==> config.mk <==
export PLATFORM = sky130hd
export DESIGN_NAME = quad_thread_sched
export DESIGN_NICKNAME = d
export VERILOG_FILES = /design/src/rtl/quad_thread_sched.sv
export SDC_FILE = /design/constraint.sdc
export NUM_CORES = 1
export LEC_CHECK = 0
export ABC_AREA = 1
export CAP_MARGIN = 25
export CORE_AREA = 5 5 192 194
export DETAILED_ROUTE_END_ITERATION = 8
export DIE_AREA = 0 0 197 199
export SLEW_MARGIN = 30
export SYNTH_ARGS = -nofsm -noshare
export SYNTH_HDL_FRONTEND = slang
export SYNTH_SLANG_ARGS = --single-unit
==> constraint.sdc <==
create_clock -name clk -period 3.9 [get_ports clk]
set_input_delay 0.39 -clock clk [delete_from_list [all_inputs] [get_ports clk]]
set_output_delay 0.39 -clock clk [all_outputs]
set_load 0.005 [all_outputs]
==> src/rtl/quad_thread_sched.sv <==
// quad_thread_sched: round-robin fetch scheduler for four hardware threads.
// Optional macro SCHED_PERF_CNT_EN adds per-thread grant counters and an idle-cycle counter.
module quad_thread_sched #(
    parameter int PC_W        = 32,
    parameter int PC_INC      = 4,
    parameter int REISSUE_GAP = 0
) (
    input  logic            clk,
    input  logic            rst,
    input  logic            start_i,
    input  logic [3:0]      thread_en_i,
    input  logic [PC_W-1:0] boot_pc_i,
    input  logic            stall_i,
    input  logic            redirect_valid_i,
    input  logic [1:0]      redirect_tid_i,
    input  logic [PC_W-1:0] redirect_pc_i,
    input  logic            halt_valid_i,
    input  logic [1:0]      halt_tid_i,
    output logic            fetch_valid_o,
    output logic [1:0]      fetch_tid_o,
    output logic [PC_W-1:0] fetch_pc_o,
    output logic [3:0]      thread_active_o,
`ifdef SCHED_PERF_CNT_EN
    output logic [127:0]    issue_cnt_o,
    output logic [31:0]     idle_cnt_o,
`endif
    output logic            all_halted_o
);
    typedef enum logic [1:0] {OFF, RUN, WAIT, HALT} state_t;

    state_t          r_state [4];
    state_t          w_state [4];
    logic [PC_W-1:0] r_pc    [4];
    logic [PC_W-1:0] w_pc    [4];
    logic [1:0]      r_cnt   [4];
    logic [1:0]      w_cnt   [4];
    logic [1:0]      r_rr;
    logic [1:0]      w_win;
    logic            w_gnt;
    logic            w_busy;
    logic            w_start;
    logic [3:0]      w_live;
    logic [3:0]      w_redir;
    logic [3:0]      w_halt;
    logic [3:0]      w_elig;
    logic [3:0]      w_act;

    assign w_busy  = |w_live;
    assign w_start = start_i && !stall_i && !w_busy;

    // Classify each thread: live, hit by redirect/halt, and eligible to fetch now.
    always_comb begin
        for (int t = 0; t < 4; t++) begin
            w_live[t]  = r_state[t] == RUN || r_state[t] == WAIT;
            w_redir[t] = redirect_valid_i && redirect_tid_i == 2'(t) && w_live[t];
            w_halt[t]  = halt_valid_i && halt_tid_i == 2'(t) && w_live[t];
            w_elig[t]  = r_state[t] == RUN && !w_redir[t] && !w_halt[t] && !stall_i;
        end
    end

    // First eligible thread at or after the round-robin pointer wins.
    always_comb begin
        w_gnt = 1'b0;
        w_win = r_rr;
        for (int i = 0; i < 4; i++)
            if (!w_gnt && w_elig[r_rr + 2'(i)]) begin
                w_gnt = 1'b1;
                w_win = r_rr + 2'(i);
            end
    end

    // Per-thread next state; halt beats redirect, which beats start/issue/gap countdown.
    always_comb begin
        for (int t = 0; t < 4; t++) begin
            w_state[t] = r_state[t];
            w_pc[t]    = r_pc[t];
            w_cnt[t]   = r_cnt[t];
            if (w_halt[t]) begin
                w_state[t] = HALT;
                w_cnt[t]   = 2'd0;
            end else if (w_redir[t]) begin
                w_state[t] = RUN;
                w_pc[t]    = redirect_pc_i;
                w_cnt[t]   = 2'd0;
            end else if (!stall_i) begin
                if (w_start && thread_en_i[t]) begin
                    w_state[t] = RUN;
                    w_pc[t]    = boot_pc_i;
                    w_cnt[t]   = 2'd0;
                end else if (w_gnt && w_win == 2'(t)) begin
                    w_pc[t]    = r_pc[t] + PC_W'(PC_INC);
                    w_state[t] = REISSUE_GAP > 0 ? WAIT : RUN;
                    w_cnt[t]   = 2'(REISSUE_GAP);
                end else if (r_state[t] == WAIT) begin
                    w_state[t] = r_cnt[t] <= 2'd1 ? RUN : WAIT;
                    w_cnt[t]   = r_cnt[t] <= 2'd1 ? 2'd0 : r_cnt[t] - 2'd1;
                end
            end
            w_act[t] = w_state[t] == RUN || w_state[t] == WAIT;
        end
    end

    // Thread state, PCs, pointer and registered fetch/status outputs.
    always_ff @(posedge clk) begin
        if (rst) begin
            for (int t = 0; t < 4; t++) begin
                r_state[t] <= OFF;
                r_pc[t]    <= '0;
                r_cnt[t]   <= 2'd0;
            end
            r_rr            <= 2'd0;
            fetch_valid_o   <= 1'b0;
            fetch_tid_o     <= 2'd0;
            fetch_pc_o      <= '0;
            thread_active_o <= 4'd0;
            all_halted_o    <= 1'b1;
        end else begin
            for (int t = 0; t < 4; t++) begin
                r_state[t] <= w_state[t];
                r_pc[t]    <= w_pc[t];
                r_cnt[t]   <= w_cnt[t];
            end
            thread_active_o <= w_act;
            all_halted_o    <= ~|w_act;
            if (!stall_i)
                fetch_valid_o <= w_gnt;
            if (w_gnt) begin
                fetch_tid_o <= w_win;
                fetch_pc_o  <= r_pc[w_win];
                r_rr        <= w_win + 2'd1;
            end
        end
    end

`ifdef SCHED_PERF_CNT_EN
    logic [3:0][31:0] r_issue;
    logic [31:0]      r_idle;

    assign issue_cnt_o = r_issue;
    assign idle_cnt_o  = r_idle;

    // Saturating grant and idle counters, restarted with each accepted launch.
    always_ff @(posedge clk) begin
        if (rst || w_start) begin
            r_issue <= '0;
            r_idle  <= '0;
        end else begin
            for (int t = 0; t < 4; t++)
                if (w_gnt && w_win == 2'(t) && r_issue[t] != '1)
                    r_issue[t] <= r_issue[t] + 32'd1;
            if (!stall_i && !fetch_valid_o && r_idle != '1)
                r_idle <= r_idle + 32'd1;
        end
    end
`endif
endmodule

; ---- After elaboration in Yosys (flattened, before gate mapping)
; Memory sizes are Yosys's and may differ from the RTL's. A register that Yosys moved wholly into a read port is not among the register bits.
; Index checks and enable logic that the tools add are counted.
[word_totals]
in_bits = 78
output_inout_bits = 40
elab_cells = 239
ff_bits = 10
mem_count = 3
ram_bits = 144
[op_classes]
n_eq_ne = 25
n_bitwise = 12
add_sub_neg = 12
n_mux = 106
reduce_logical = 68
magnitude_cmp = 8
[memory_table]
columns = name, words, word_bits, read_ports, rd_ports_with_merged_regs, wr, line_no
row1 = r_pc, 4, 32, 5, 1, 4, 33  ; logic [PC_W-1:0] r_pc [4];
row2 = r_cnt, 4, 2, 4, 0, 4, 35  ; logic [1:0] r_cnt [4];
row3 = r_state, 4, 2, 4, 0, 4, 31  ; state_t r_state [4];
[op_table]
columns = cell, count
row1 = 32-bit 2-to-1 mux, 24
row2 = 2-bit 2-to-1 mux, 67
row3 = 32-bit by 3-bit adder with 32-bit output (second input constant), 4
row4 = 1-bit logical AND, 41
row5 = 2-bit equality test (second input constant), 14
row6 = 2-bit by 1-bit equality test with 1-bit output (second input constant), 11
row7 = 1-bit zero test, 14
row8 = 2-bit by 3-bit less-than comparator with 1-bit output (second input constant), 4
row9 = 1-bit bitwise OR, 12
row10 = 1-bit 2-to-1 mux, 11
row11 = 1-bit binary-select mux with 2-bit select, 4
row12 = 2-bit by 1-bit <= comparator with 1-bit output (second input constant), 4
row13 = 1-bit logical OR, 8
row14 = 4-bit OR reduction, 2
row15 = 2-bit by 1-bit subtractor with 2-bit output (second input constant), 4
row16 = 2-bit zero test, 3
row17 = 2-bit by 1-bit adder with 2-bit output (second input constant), 2
row18 = 2-bit adder (second input constant), 2

; ---- Longest topological paths before layout
[depth]
ltp_word = 30
mapped_depth = 28
ltp_nobuf = 27

; ---- Least setup slack after synthesis
; No wires, ideal clock.
[synth_timing]
path_kind = register -> register
start = mem r_state[1][0] (netlist name)
end = mem r_pc[2][30]
path_buffers = 2
setup_time_ps = 70
setup_slack_ps = 896
synth_period_minus_slack_ps = 3004
arrival_time_ps = 2934
stages_incl_launch_ff = 21
cell_sequence = dfxtp_1 > inv_1 > ha_1 > nor2_2 > nand2_2 > nand3_1 > nand2_1 > o21ai_2 > nand3_1 > nor2_2 > inv_2 > a21oi_2 > buf_2 > ha_1 > nand2_1 > nand2_1 > nand2_1 > inv_2 > buf_2 > o221ai_1 > a21oi_1
[synth_lines]
columns = element, line_no
row1 = start: declaration, 31
row2 = end: declaration, 33

==> reports/qor.yml <==
run_status:
  status: "finished, final reports clean"
power:
  ir_drop_mv: 0.8663
  p_leak_nw: 6.707
  p_per_area_nw_per_um2: 875.5
finish:
  design_area_um2: 15910
  final_nets: 2448
  layout_commonest_cell: "nand2_1"
  drive_gt1_share_pct: 5.196
  synthToLayoutAreaGrowth_pct: 16.02
  diodes: 0
  mostFrequentLayoutCells: "541 x nand2_1, 288 x inv_1, 261 x o21ai_0"
worst_hold_path:
  holdPathStages: 2
  hold_start: "fetch_valid_o"
  hold_end: "fetch_valid_o"
  hold_class: "reg2reg"
route:
  vias: 15680
  dr.pass1.iters: 5
  drt_iter0_drc: 1508
  viasPerCell: 5.546
  wl_per_cell_um: 20.05
  final_antenna_net_count: 0
  drt_wl_total_mm: 56.71
  drc: 0
die:
  die_w_um: 197
  io_pins: 118
  dieHeight_um: 199
  die_area_um2: 39200
  fp.coreArea_um2: 35050
  rows: 69
  initial_core_util_pct: 39.12
synthesis:
  ys.flop_type: "dfxtp_1"
  synth.area.mux_share_pct: 0
  synth_edf_count: 0
  synth.avg_cell_area_um2: 5.951
  synthesis.instances: 2304
  synthDistinctLibCells: 51
  seq_area_frac_synth_pct: 27.16
  syn_nets: 2398
  synth_top_area_share_pct: 27.16
  yosysWarnings: 0
  synthSimpleGateAreaFrac_pct: 33.49
  synth_compound_area_share_pct: 22.43
  synth_xor_area_share_pct: 2.856
  synthAdderAreaFrac_pct: 1.460
  synth_top_family_by_area: "simple AND/OR/NAND/NOR gates"
  async_flop_share_pct: 0
  netlist_area_um2: 13710
  synth_area_leaders: "dfxtp_1 27%, nand2_1 15%, o21ai_0 9.5%"
  synth_seq_cells: 186
  post-synth-top-area-cell: "dfxtp_1"
clock_network:
  cts_hold_buf: 0
  tritoncts: "yes"
  cts_made_buffers: 17
  cts.clk_slew.worst_paths_ns: 0.07
  cts_resized: 0
  insertion_delay_ns: 0.46
  cts-root-buf: "clkbuf_16"
  htree_levels: 4
  clk_path_buf_depth: 2
  post-cts-setup-buffer-count: 0
  clkSinkCount: 186
critical_path:
  reg2regPathDepth: 21
  path_cells: "inv_1, ha_1, nor2_2, nand2_2, nand3_1, nand2_1, o21ai_2, nand3_1, nor2_2, inv_2, nand2_4, nand2_4, inv_2, ha_1, nand2_1, nand2_1, nand2_1, inv_2, o21ai_0, o21bai_1, a21oi_1"
  startpoint: "r_state[1][0]"
  worst_ep_required_time_ns: 4.29
  rrSetupSlack_ns: 0.42
  reg2reg_to: "r_pc[0][30]"
  r2r_start: "r_state[1][0]"
  startpoint_type: "register"
  critPathTopFamily: "simple AND/OR/NAND/NOR gates"
  crit_arrival_ns: 3.87
  slowest_stage: "inv_2"
  crit_type: "reg2reg"
  crit_path_end_kind: "register"
  worst-path-buf-inv: 4
  worst_path_largest_cell_delay_ns: 0.39
  cpMostUsedCell: "nand2_1"
  crit_path_max_fanout: 28
placement:
  dpl.hpwl_mm: 42.36
  place_area_um2: 15230
  port_buffers: 117
  gp_congestion: 0.9922
grt:
  grt_max_degree: 56
  grt_pass1_vias: 14050
  grt_pass1_wl_mm: 85.04
  grtUsageTotal_pct: 28.16
  antenna_found_initial: 1
  overflow: 0
timing:
  setup_violations: 0
  post-route-min-period_ns: 3.483
  rsz0062_at_grt: "false"
  slew_violations: 0
  hold_viol: 0
  worst-slew-pin-transition_ns: 0.7782
  fin_tns_setup_ns: 0
  skew_ns: 0.009741
  slew_headroom_pct: 48.12
  period_share_pct: 89.31
  fmax_mhz: 287.1
job:
  max_cap_violations: 0
[area by class of cell]
| class | instances | area, um^2 |
|---|---|---|
| Fill cell | 3767 | 19140 |
| Multi-Input combinational cell | 1688 | 8284 |
| Sequential cell | 186 | 3724 |
| Timing Repair Buffer | 156 | 1499 |
| Inverter | 305 | 1145 |
| Tap cell | 461 | 576.8 |
| Clock buffer | 18 | 439.2 |
| Clock inverter | 14 | 241.5 |
[worst max path at each step]
| stage | cells past startpoint | slack [ns] | to |
|---|---|---|---|
| finish | 21 | 0.42 | r_pc[0][30] |
| global route | 21 | 0.20 | r_pc[0][30] |
| CTS | 21 | 0.46 | r_pc[0][30] |
| detailed placement | 21 | 0.28 | r_pc[0][30] |
| global placement | 21 | 0.28 | r_pc[0][30] |
| floorplan | 20 | 0.90 | r_pc[2][30] |
[cells by family after synthesis]
kind of cell    Yosys count
simple gates           1081
compound gates          548
buf+inv                 430
flops                   186
xor+xnor                 43
fa+ha+maj                16
[sequential cells by signal, summed over array words and instances, names as in the netlist]
signal           cells
fetch_valid_o        1
r_rr                 2
all_halted_o         1
r_state              8
thread_active_o      4
fetch_pc_o          32
r_pc               128
fetch_tid_o          2
r_cnt                8
[worst min-delay path, stage by stage (launching register included)]
cell	delay [ns]
dfxtp_1	0.31
nand2_1	0.05
a21oi_1	0.05
[power breakdown]
part | internal [mW] | switching (mW) | leakage [nW] | total [mW]
registers | 2.54 | 0.637 | 1.53 | 3.18
clock network | 1.23 | 0.880 | 0.331 | 2.11
logic | 2.75 | 5.90 | 4.85 | 8.64
[synthesized netlist by cell type (18+ instances only)]
cell and instances:
a211oi_1 18, a21oi_1 142, a31oi_1 22, buf_2 28
clkbuf_1 81, dfxtp_1 186, inv_1 289, nand2_1 541
nand3_1 218, nand4_1 27, nor2_1 217, nor3_1 37
o211ai_1 36, o21ai_0 261, o21ai_1 18, xor2_1 40
[per-layer routing]
layer	track usage (%)	up-vias	routed length, um
met5	0	-	0
met4	7.524	0	1272
met3	7.063	54	6035
met2	40.54	693	23600
met1	41.72	7276	25810
li1	-	7660	-
[through the flow]
step / hold slack (ns) / instances / util, % / total power [mW] / setup slack [ns]
finish: 0.4607 / 2828 / 45.39 / 13.93 / 0.4169
global route: 0.4728 / 2828 / 45.39 / 15.07 / 0.1951
CTS: 0.4581 / 2828 / 45.39 / 13.79 / 0.4583
detailed placement: 0.4508 / 2796 / 43.45 / 11.65 / 0.2751
global placement: 0.4461 / 2796 / 43.45 / 11.55 / 0.2811
floorplan: 0.4424 / 2304 / - / 8.955 / 0.8956
(Power assumes the default switching activity.)
